`src/rtl/serv_alu_sequencer_pkg.sv`:
```
// Shared types for the bit-serial ALU operand sequencer.
// Latency: n/a (types only).
// Backpressure: n/a.
package serv_alu_sequencer_pkg;

  // Sequencer states: one operation walks IDLE -> [INIT -> GAP ->] RUN -> HOLD.
  typedef enum logic [2:0] {
    ST_IDLE = 3'd0,
    ST_INIT = 3'd1,
    ST_GAP  = 3'd2,
    ST_RUN  = 3'd3,
    ST_HOLD = 3'd4
  } state_e;

  // True in the states that shift operand bits out to the ALU.
  function automatic logic is_pass(input state_e s);
    return (s == ST_INIT) || (s == ST_RUN);
  endfunction

endpackage

```
`src/rtl/serv_alu_sequencer_if.sv`:
```
// Operation request, serial ALU and writeback signals of the sequencer.
// Latency: n/a (wiring only).
// Backpressure: i_valid/o_ready on the request, o_rd_valid/i_rd_ready on writeback.
//   slave  : the sequencer's view (i_* in, o_* out)
//   master : the requester / ALU / writeback view
interface serv_alu_sequencer_if #(
  parameter int WIDTH = 32
);
  logic             i_valid;
  logic             o_ready;
  logic             i_two_stage;
  logic             i_op_b_sel;
  logic [WIDTH-1:0] i_rs1;
  logic [WIDTH-1:0] i_rs2;
  logic [WIDTH-1:0] i_imm;
  logic             o_en;
  logic             o_init;
  logic             o_cnt_done;
  logic             o_rs1;
  logic             o_op_b;
  logic             i_rd;
  logic             o_rd_valid;
  logic [WIDTH-1:0] o_rd_data;
  logic             i_rd_ready;

  modport slave (
    input  i_valid, i_two_stage, i_op_b_sel, i_rs1, i_rs2, i_imm, i_rd, i_rd_ready,
    output o_ready, o_en, o_init, o_cnt_done, o_rs1, o_op_b, o_rd_valid, o_rd_data
  );

  modport master (
    output i_valid, i_two_stage, i_op_b_sel, i_rs1, i_rs2, i_imm, i_rd, i_rd_ready,
    input  o_ready, o_en, o_init, o_cnt_done, o_rs1, o_op_b, o_rd_valid, o_rd_data
  );
endinterface

```
`src/rtl/serv_alu_sequencer_ser_rot.sv`:
```
// WIDTH-bit rotating operand register: parallel load, rotate right by one, sync clear.
// Latency: loaded value's LSB visible on lsb_o the cycle after load_i.
// Backpressure: none; rotates whenever rot_i is high.
//   clk, clr_i (clear, highest priority), load_i/load_dat_i, rot_i, lsb_o (current bit)
module serv_alu_sequencer_ser_rot #(
  parameter int WIDTH = 32
) (
  input  logic             clk,
  input  logic             clr_i,
  input  logic             load_i,
  input  logic [WIDTH-1:0] load_dat_i,
  input  logic             rot_i,
  output logic             lsb_o
);

  logic [WIDTH-1:0] rot_q;

  // LSB wraps into the MSB, so after WIDTH rotations the word is restored.
  always_ff @(posedge clk) begin
    if (clr_i) begin
      rot_q <= '0;
    end else if (load_i) begin
      rot_q <= load_dat_i;
    end else if (rot_i) begin
      rot_q <= {rot_q[0], rot_q[WIDTH-1:1]};
    end
  end

  assign lsb_o = rot_q[0];

endmodule

```
`src/rtl/serv_alu_sequencer.sv`:
```
// Bit-serial operand sequencer and result collector around the serial ALU.
// Latency: result valid WIDTH+1 cycles after accept (single-stage), 2*WIDTH+2 (two-stage).
// Backpressure: result held in HOLD until i_rd_ready; no new accept until back in IDLE.
//   clk, i_rst (sync, active-high); sif.slave carries request, serial ALU and writeback signals.
module serv_alu_sequencer
  import serv_alu_sequencer_pkg::*;
#(
  parameter  int WIDTH = 32,
  localparam int CNT_W = $clog2(WIDTH)
) (
  input  logic                 clk,
  input  logic                 i_rst,
  serv_alu_sequencer_if.slave  sif
);

  state_e           state_q, state_d;
  logic [CNT_W-1:0] cnt_q, cnt_d;
  logic [WIDTH-1:0] rd_q, rd_d;

  logic accept;
  logic pass;
  logic last_bit;
  logic rs1_lsb;
  logic op_b_lsb;

  assign accept   = sif.i_valid && (state_q == ST_IDLE);
  assign pass     = is_pass(state_q);
  assign last_bit = (cnt_q == CNT_W'(WIDTH - 1));

  always_ff @(posedge clk) begin
    if (i_rst) begin
      state_q <= ST_IDLE;
      cnt_q   <= '0;
      rd_q    <= '0;
    end else begin
      state_q <= state_d;
      cnt_q   <= cnt_d;
      rd_q    <= rd_d;
    end
  end

  // WIDTH is a power of two, so the counter wraps back to 0 on its own
  // at the end of INIT and stays there through the GAP cycle.
  always_comb begin
    state_d = state_q;
    cnt_d   = cnt_q;
    rd_d    = rd_q;
    unique case (state_q)
      ST_IDLE: begin
        if (accept) begin
          cnt_d   = '0;
          state_d = sif.i_two_stage ? ST_INIT : ST_RUN;
        end
      end
      ST_INIT: begin
        cnt_d = cnt_q + CNT_W'(1);
        if (last_bit) state_d = ST_GAP;
      end
      ST_GAP: begin
        state_d = ST_RUN;
      end
      ST_RUN: begin
        cnt_d = cnt_q + CNT_W'(1);
        // First RUN bit ends up in rd[0] after WIDTH shifts.
        rd_d  = {sif.i_rd, rd_q[WIDTH-1:1]};
        if (last_bit) state_d = ST_HOLD;
      end
      ST_HOLD: begin
        if (sif.i_rd_ready) state_d = ST_IDLE;
      end
      default: begin
        state_d = ST_IDLE;
      end
    endcase
  end

  serv_alu_sequencer_ser_rot #(.WIDTH(WIDTH)) u_rs1_rot (
    .clk        (clk),
    .clr_i      (i_rst),
    .load_i     (accept),
    .load_dat_i (sif.i_rs1),
    .rot_i      (pass),
    .lsb_o      (rs1_lsb)
  );

  serv_alu_sequencer_ser_rot #(.WIDTH(WIDTH)) u_op_b_rot (
    .clk        (clk),
    .clr_i      (i_rst),
    .load_i     (accept),
    .load_dat_i (sif.i_op_b_sel ? sif.i_imm : sif.i_rs2),
    .rot_i      (pass),
    .lsb_o      (op_b_lsb)
  );

  // Every output decodes from registered state only.
  assign sif.o_ready    = (state_q == ST_IDLE);
  assign sif.o_init     = (state_q == ST_INIT);
  assign sif.o_en       = (state_q == ST_RUN);
  assign sif.o_cnt_done = pass && last_bit;
  assign sif.o_rs1      = pass && rs1_lsb;
  assign sif.o_op_b     = pass && op_b_lsb;
  assign sif.o_rd_valid = (state_q == ST_HOLD);
  assign sif.o_rd_data  = rd_q;

endmodule

```
`src/flat_wrapper.sv`:
```
// flat-port wrapper written by rule: the top's interface ports become plain ports
module serv_alu_sequencer_flat import serv_alu_sequencer_pkg::*;
#(
  parameter  int WIDTH = 32,
  localparam int CNT_W = $clog2(WIDTH)
)
  (clk, i_rst, sif_i_valid, sif_i_two_stage, sif_i_op_b_sel, sif_i_rs1, sif_i_rs2, sif_i_imm, sif_i_rd, sif_i_rd_ready, sif_o_ready, sif_o_en, sif_o_init, sif_o_cnt_done, sif_o_rs1, sif_o_op_b, sif_o_rd_valid, sif_o_rd_data);
  serv_alu_sequencer_if #(.WIDTH(WIDTH)) sif_i ();
  input  logic clk;
  input  logic i_rst;
  input wire logic [$bits(sif_i.i_valid)-1:0] sif_i_valid;
  input wire logic [$bits(sif_i.i_two_stage)-1:0] sif_i_two_stage;
  input wire logic [$bits(sif_i.i_op_b_sel)-1:0] sif_i_op_b_sel;
  input wire logic [$bits(sif_i.i_rs1)-1:0] sif_i_rs1;
  input wire logic [$bits(sif_i.i_rs2)-1:0] sif_i_rs2;
  input wire logic [$bits(sif_i.i_imm)-1:0] sif_i_imm;
  input wire logic [$bits(sif_i.i_rd)-1:0] sif_i_rd;
  input wire logic [$bits(sif_i.i_rd_ready)-1:0] sif_i_rd_ready;
  output wire logic [$bits(sif_i.o_ready)-1:0] sif_o_ready;
  output wire logic [$bits(sif_i.o_en)-1:0] sif_o_en;
  output wire logic [$bits(sif_i.o_init)-1:0] sif_o_init;
  output wire logic [$bits(sif_i.o_cnt_done)-1:0] sif_o_cnt_done;
  output wire logic [$bits(sif_i.o_rs1)-1:0] sif_o_rs1;
  output wire logic [$bits(sif_i.o_op_b)-1:0] sif_o_op_b;
  output wire logic [$bits(sif_i.o_rd_valid)-1:0] sif_o_rd_valid;
  output wire logic [$bits(sif_i.o_rd_data)-1:0] sif_o_rd_data;
  assign sif_i.i_valid = sif_i_valid;
  assign sif_i.i_two_stage = sif_i_two_stage;
  assign sif_i.i_op_b_sel = sif_i_op_b_sel;
  assign sif_i.i_rs1 = sif_i_rs1;
  assign sif_i.i_rs2 = sif_i_rs2;
  assign sif_i.i_imm = sif_i_imm;
  assign sif_i.i_rd = sif_i_rd;
  assign sif_i.i_rd_ready = sif_i_rd_ready;
  assign sif_o_ready = sif_i.o_ready;
  assign sif_o_en = sif_i.o_en;
  assign sif_o_init = sif_i.o_init;
  assign sif_o_cnt_done = sif_i.o_cnt_done;
  assign sif_o_rs1 = sif_i.o_rs1;
  assign sif_o_op_b = sif_i.o_op_b;
  assign sif_o_rd_valid = sif_i.o_rd_valid;
  assign sif_o_rd_data = sif_i.o_rd_data;
  serv_alu_sequencer #(.WIDTH(WIDTH)) u_core (.clk(clk), .i_rst(i_rst), .sif(sif_i));
endmodule
```
`config.mk`:
```
export PLATFORM = sky130hd
export DESIGN_NAME = serv_alu_sequencer_flat
export DESIGN_NICKNAME = d
export VERILOG_FILES = /design/src/rtl/serv_alu_sequencer_pkg.sv /design/src/rtl/serv_alu_sequencer_if.sv /design/src/rtl/serv_alu_sequencer_ser_rot.sv /design/src/rtl/serv_alu_sequencer.sv /design/src/flat_wrapper.sv
export SDC_FILE = /design/constraint.sdc
export NUM_CORES = 1
export LEC_CHECK = 0
export CAP_MARGIN = 20
export CORE_UTILIZATION = 35
export DETAILED_ROUTE_END_ITERATION = 8
export GPL_TIMING_DRIVEN = 0
export SLEW_MARGIN = 0
export SYNTH_ARGS = -nofsm -noshare
export SYNTH_HDL_FRONTEND = slang
export SYNTH_SLANG_ARGS = --single-unit
```
`constraint.sdc`:
```
create_clock -name clk -period 2.6 [get_ports clk]
set_input_delay 0.39 -clock clk [delete_from_list [all_inputs] [get_ports clk]]
set_output_delay 0.39 -clock clk [all_outputs]
set_load 0.005 [all_outputs]
```
Word level (Yosys, flattened, before mapping)
Index checks and enable logic that the tools add are counted.
Widths: inputs -> output; s select.

operators by class
  add/subtract/negate cells = 1
  equal/unequal tests = 9
  mux-type cells = 13
  reduce and logical (&&, ||, !) cells = 11

operators with widths
  kind                 count
  $mux 32              5
  $pmux 3 s5           1
  $mux 3               4
  $pmux 5 s2           1
  $eq 3x2->1 const B   2
  $ne 2x1->1 const B   3
  $add 5x1->5 const B  1
  $eq 5x5->1 const B   1
  $mux 5               1
  $logic_and 1x1->1    4
  $reduce_and 4->1     1
  $reduce_bool 2->1    2
  $eq 3x1->1 const B   1
  $eq 3x3->1 const B   1
  $logic_not 3->1      1
  $mux 2               1
  $ne 2x2->1 const B   1
  $reduce_and 2->1     1
  $reduce_or 2->1      1
  $logic_or 1x1->1     1

word-level totals
  register bits = 104
  input port bits = 103
  output and inout port bits = 39
  logic and storage cells = 39

Depth between registers and ports, before layout
  word-level depth = 4
  depth in mapped cells = 7
  mapped depth without buffers = 6

Cells and area by module
Synthesis repeated with hierarchy kept, for this count alone.

second synthesis, totals
  cells, all modules = 511
  area, all modules = 5103.6 µm²

by module, submodules not included
  module                      instances  cells an instance  area an instance (µm²)  sequential area each (µm²)
  serv_alu_sequencer_ser_rot  2          142                1510.2                  640.6
  serv_alu_sequencer          1          227                2083.2                  800.8

Worst setup path after synthesis
Ideal clock, no wire load.

  path kind = input-to-reg
  from = input sif_i_op_b_sel
  to = register u_core.u_op_b_rot.rot_q[10]
  library setup time = 122 ps
  arrival time = 1514 ps
  data required time = 2478 ps
  slack = 964 ps
  stages = 5
  buffers on the path = 2
  cells stage by stage = buf_2 -> buf_1 -> mux2i_1 -> nor2_1 -> a221o_1

on the way
  cells in the longest elaborated chain, start to end = 2

RTL lines
  item                  RTL line                          source
  from (decl)           flat_wrapper.sv:13                input wire logic [$bits(sif_i.i_op_b_sel)-1:0] sif_i_op_b_sel;
  $mux 32               serv_alu_sequencer.sv:90          .load_dat_i (sif.i_op_b_sel ? sif.i_imm : sif.i_rs2),
  $mux 32               serv_alu_sequencer_ser_rot.sv:22  end else if (load_i) begin
  to (signal assigned)  serv_alu_sequencer_ser_rot.sv:23  rot_q <= load_dat_i;
  to (signal assigned)  serv_alu_sequencer_ser_rot.sv:25  rot_q <= {rot_q[0], rot_q[WIDTH-1:1]};
  to (decl)             serv_alu_sequencer_ser_rot.sv:16  logic [WIDTH-1:0] rot_q;

Every way passes these cells.
A chain may end at the register's enable or synchronous reset.

Final worst setup path
  from = register u_core.state_q[0]
  to = output sif_o_en

on the way
  cells in the longest elaborated chain, start to end = 1

RTL lines
  item                    RTL line                  source
  from (decl)             serv_alu_sequencer.sv:16  state_e state_q, state_d;
  from (signal assigned)  serv_alu_sequencer.sv:36  state_q <= state_d;
  $eq 3x2->1              serv_alu_sequencer.sv:98  assign sif.o_en = (state_q == ST_RUN);
  to (decl)               flat_wrapper.sv:20        output wire logic [$bits(sif_i.o_en)-1:0] sif_o_en;

Every way passes these cells.

==> results.md <==
- The run finished, with violations left.
- Ranked by total cell area, the synthesized netlist is headed by sky130_fd_sc_hd__dfxtp_1, sky130_fd_sc_hd__a221o_1, sky130_fd_sc_hd__mux2i_1.
- In the synthesized netlist, the number of instances is 455.
- The net count of the finished layout is 711.
- For this run, the number of Yosys warnings is 0.
- Clock latency on the worst-skew pair, taken at its later pin, is 0.34 ns.
- The post-detailed-route wirelength per cell is 14.6 um.
- The sum of negative setup slack is 0 ns.
- The setup path with the least slack is of type reg -> out.
- TritonCTS built the clock tree.
- The antenna cell count is 0.
- The number of global-route vias before repair is 3683.
- Data arrives at the worst endpoint at 2.04 ns.
- The max-capacitance violation count is 0.
- Wires add up to 11000 um.
- Compared with the post-synthesis result, the final layout area differs by 45.3%.
- STA classifies the critical path startpoint as a flop.
- The half-perimeter wire length of the detailed placement result is 8030 um.
- The most common cell after layout, fill and taps aside is sky130_fd_sc_hd__clkdlybuf4s50_1.
- Counting both buffers and inverters, the worst setup path holds a total of 4.
- For the pin with the worst max-slew slack, the measured transition is 0.932 ns.
- The count of distinct cell types in the synthesized netlist is 35.
- The floorplan step defined a core boundary enclosing 11600 um^2.
- The DRC violation count after routing is 11.
- The die is 112 um tall.
- After synthesis the netlist holds a flip-flop and latch count of 104.
- The floorplan row count is 39.
- Once placement finished, the instance area stood at 5800 um^2.
- The worst relative slew slack is 0.373.
- In this run, the number of DRC markers left after iteration 0 of detailed routing was 241.
- In this run, post-CTS hold repair placed 0 buffers.
- The required time of the worst setup path is 2.21 ns.
- The first global-routing pass estimated 18000 um of wire.
- The maximum buffer depth of the clock tree is 2.
- Setup repair after global routing left no endpoint under its margin.
- Subtracting the final worst setup slack from the clock period gives 2.43 ns.
- The share of synthesized area in the top cell type comes to 0.493.
- The detailed router placed 3881 vias in this run.
- In this run the worst path has a maximum fanout of 10.
- Summed over all cells, the static leakage comes to 2.50 nW.
- The family with the most delay on the worst path is buffers and inverters.
- After clock tree synthesis, the clock-pin slew on the worst setup and hold paths is 0.07 ns.
- The routed via count divided by cell count is 5.15.
- In this run the top signal layer used is met4.
- The number of sinks on the clock net is 104.
- The finished cells cover 6140 um^2.
- The first detailed-routing pass took 7 iterations.
- The number of levels in the clock H-tree is 3.
- The met3 layer wire length in the routed design is 627 um.
- The number of top-level design ports is 142.
- In this design, the stage delay of the slowest critical-path cell is 0.53 ns.
- The count of pins over their slew limit is 0.
- The critical path goes through nor2b_1, buf_2, nand2_2, inv_2, buf_4, clkdlybuf4s50_1.
- The share of the clock period used by the worst path after layout is 0.936.
- The die area is 12500 um^2.
- The floorplan step set the die width to 112 um.
- The largest total area in the synthesized netlist belongs to sky130_fd_sc_hd__dfxtp_1.
- Global routing finished with a remaining overflow of 0.
- The met2 routed wirelength is 5020 um.
- The count of nets left with antenna violations once routing finished came out at 0.
- For this configuration, the core starts out at a cell density of 0.365.
- The root buffer cell is sky130_fd_sc_hd__clkbuf_16.
- Routability-driven placement finished with a final weighted congestion of 0.751.
- The routed metal-1 wirelength is 5080 um.
- The class of the tightest hold or removal check is reg -> reg.
- Counting every net in the synthesized netlist gives 560.
- The number of hold violations in the final report was 0.
- The worst setup skew after layout is 0.00488 ns.
- The number of buffers created by CTS is 9.
- Static timing analysis puts the maximum clock frequency at 0.411 GHz.
- Dividing the synthesized area by the synthesized cell count gives 9.28 um^2.
- Across every metal layer, demand over resource in global routing totals 0.180.
- The sequential area share after synthesis is 0.493.
- The initial antenna violation count was 0.
- Entering global routing, the biggest net connects 19 pins.
- The cell area after synthesis is 4220 um^2.
- Leaving out fill and tap cells, the most frequent cells in the layout are sky130_fd_sc_hd__clkdlybuf4s50_1, sky130_fd_sc_hd__dfxtp_1, sky130_fd_sc_hd__nand2_1.
- The largest individual stage delay along the critical path comes from the cell sky130_fd_sc_hd__clkdlybuf4s50_1.
- The fraction of final layout cells sized beyond drive strength 1 is 0.0638.
- The power density of the placed cells is 640 nW/um^2.
- Port buffering added 140 buffers.
- Setup violations remaining at the end of the flow were counted as 0.
- Across the VDD grid, the largest voltage drop is 316 uV.
- The element type at the critical path end is a primary output.
- The checks that failed: DRC.
[layer usage]
layer / vias up / track usage
met3: 18 / 0.0316
met4: 0 / 0.0901
met5: - / 0
met2: 105 / 0.291
li1: 1944 / -
met1: 1814 / 0.231
[power breakdown]
part	switching, mW	internal [mW]
clock network	0.617	0.856
logic	0.313	0.345
registers	0.0728	1.73
[area by class of cell]
type | count | area (um^2)
fillers | 1076 | 5430
flip-flops and latches | 104 | 2080
multi-input cells | 282 | 1840
repair buffers | 140 | 1400
clock buffers | 9 | 225
plain buffers | 39 | 196
well taps | 143 | 179
inverters | 30 | 113
clock inverters | 7 | 103
[stage by stage]
| stage | utilization | hold slack [ns] | setup WS, ns | power, mW | std cells |
|---|---|---|---|---|---|
| 3_5_place_dp | 0.502 | 0.455 | 0.0579 | 2.49 | 738 |
| 5_1_grt | 0.531 | 0.479 | 0.0444 | 4.12 | 754 |
| 4_1_cts | 0.530 | 0.465 | 0.0484 | 3.97 | 754 |
| 6_report | 0.531 | 0.459 | 0.166 | 3.93 | 754 |
| 3_3_place_gp | 0.502 | 0.452 | 0.130 | 2.48 | 738 |
| 2_1_floorplan | - | 0.436 | 0.964 | 2.19 | 455 |
[state kept, by name, summed over array words and instances (netlist names)]
| register | cells |
|---|---|
| u_core.state_q | 3 |
| u_core.u_op_b_rot.rot_q | 32 |
| u_core.u_rs1_rot.rot_q | 32 |
| u_core.cnt_q | 5 |
| u_core.sif.o_rd_data | 32 |
[final timing paths]
check	startpoint	slack (ns)	to	cells after the start
max reg2reg	u_core.state_q[0]	0.54	u_core.u_op_b_rot.rot_q[17]	4
min	u_core.sif.o_rd_data[0]	0.46	u_core.sif.o_rd_data[0]	2
max	u_core.state_q[0]	0.17	sif_o_en	6
min reg2reg	u_core.sif.o_rd_data[0]	0.46	u_core.sif.o_rd_data[0]	2
[Yosys cell counts]
cell type and n:
sky130_fd_sc_hd__buf_6 4, sky130_fd_sc_hd__mux2_2 3, sky130_fd_sc_hd__o21ai_0 2, sky130_fd_sc_hd__a22oi_1 2, sky130_fd_sc_hd__and4b_1 1, sky130_fd_sc_hd__and2_1 3
sky130_fd_sc_hd__or2_4 1, sky130_fd_sc_hd__buf_2 11, sky130_fd_sc_hd__a311oi_1 3, sky130_fd_sc_hd__nand2b_1 3, sky130_fd_sc_hd__a222oi_1 29, sky130_fd_sc_hd__a211oi_1 6
sky130_fd_sc_hd__ha_1 2, sky130_fd_sc_hd__nor3_1 1, sky130_fd_sc_hd__or4b_1 1, sky130_fd_sc_hd__and3_1 1, sky130_fd_sc_hd__inv_1 30, sky130_fd_sc_hd__mux2i_1 30
sky130_fd_sc_hd__nand3_1 3, sky130_fd_sc_hd__nand2_1 73, sky130_fd_sc_hd__o21bai_1 1, sky130_fd_sc_hd__or4b_4 1, sky130_fd_sc_hd__a21o_1 1, sky130_fd_sc_hd__buf_1 3
sky130_fd_sc_hd__nor2b_1 4, sky130_fd_sc_hd__a221o_1 30, sky130_fd_sc_hd__clkbuf_1 20, sky130_fd_sc_hd__dfxtp_1 104, sky130_fd_sc_hd__nor2_1 40, sky130_fd_sc_hd__buf_4 1
sky130_fd_sc_hd__o211a_1 1, sky130_fd_sc_hd__or4_1 1, sky130_fd_sc_hd__nor3b_1 1, sky130_fd_sc_hd__o31ai_1 1, sky130_fd_sc_hd__a21oi_1 37
[cell families (layout without fill, tap and decap cells)]
family / count (synthesis) / count (layout) / share of synthesized area
adders and majority gates: 2 / 2 / 0.00592
DFF: 104 / 104 / 0.493
AOI/OAI and AO/OA: 113 / 113 / 0.214
and+or+nand+nor: 134 / 134 / 0.135
muxes: 33 / 33 / 0.0791
buffers and inverters: 69 / 225 / 0.0726
[worst reg2reg max path, cell delays in order, from the launching register on]
cell and delay, ns:
sky130_fd_sc_hd__dfxtp_1 0.34, sky130_fd_sc_hd__buf_2 0.19, sky130_fd_sc_hd__o31ai_1 0.81, sky130_fd_sc_hd__clkbuf_1 0.44, sky130_fd_sc_hd__a221o_1 0.24
[repair_timing]
action | CTS | global route
endpoints found under the setup margin | 1 | 1
gates cloned | 0 | 0
buffers inserted | 0 | 0
resized for setup | 2 | 1
Power figures use the tool's default switching activity.
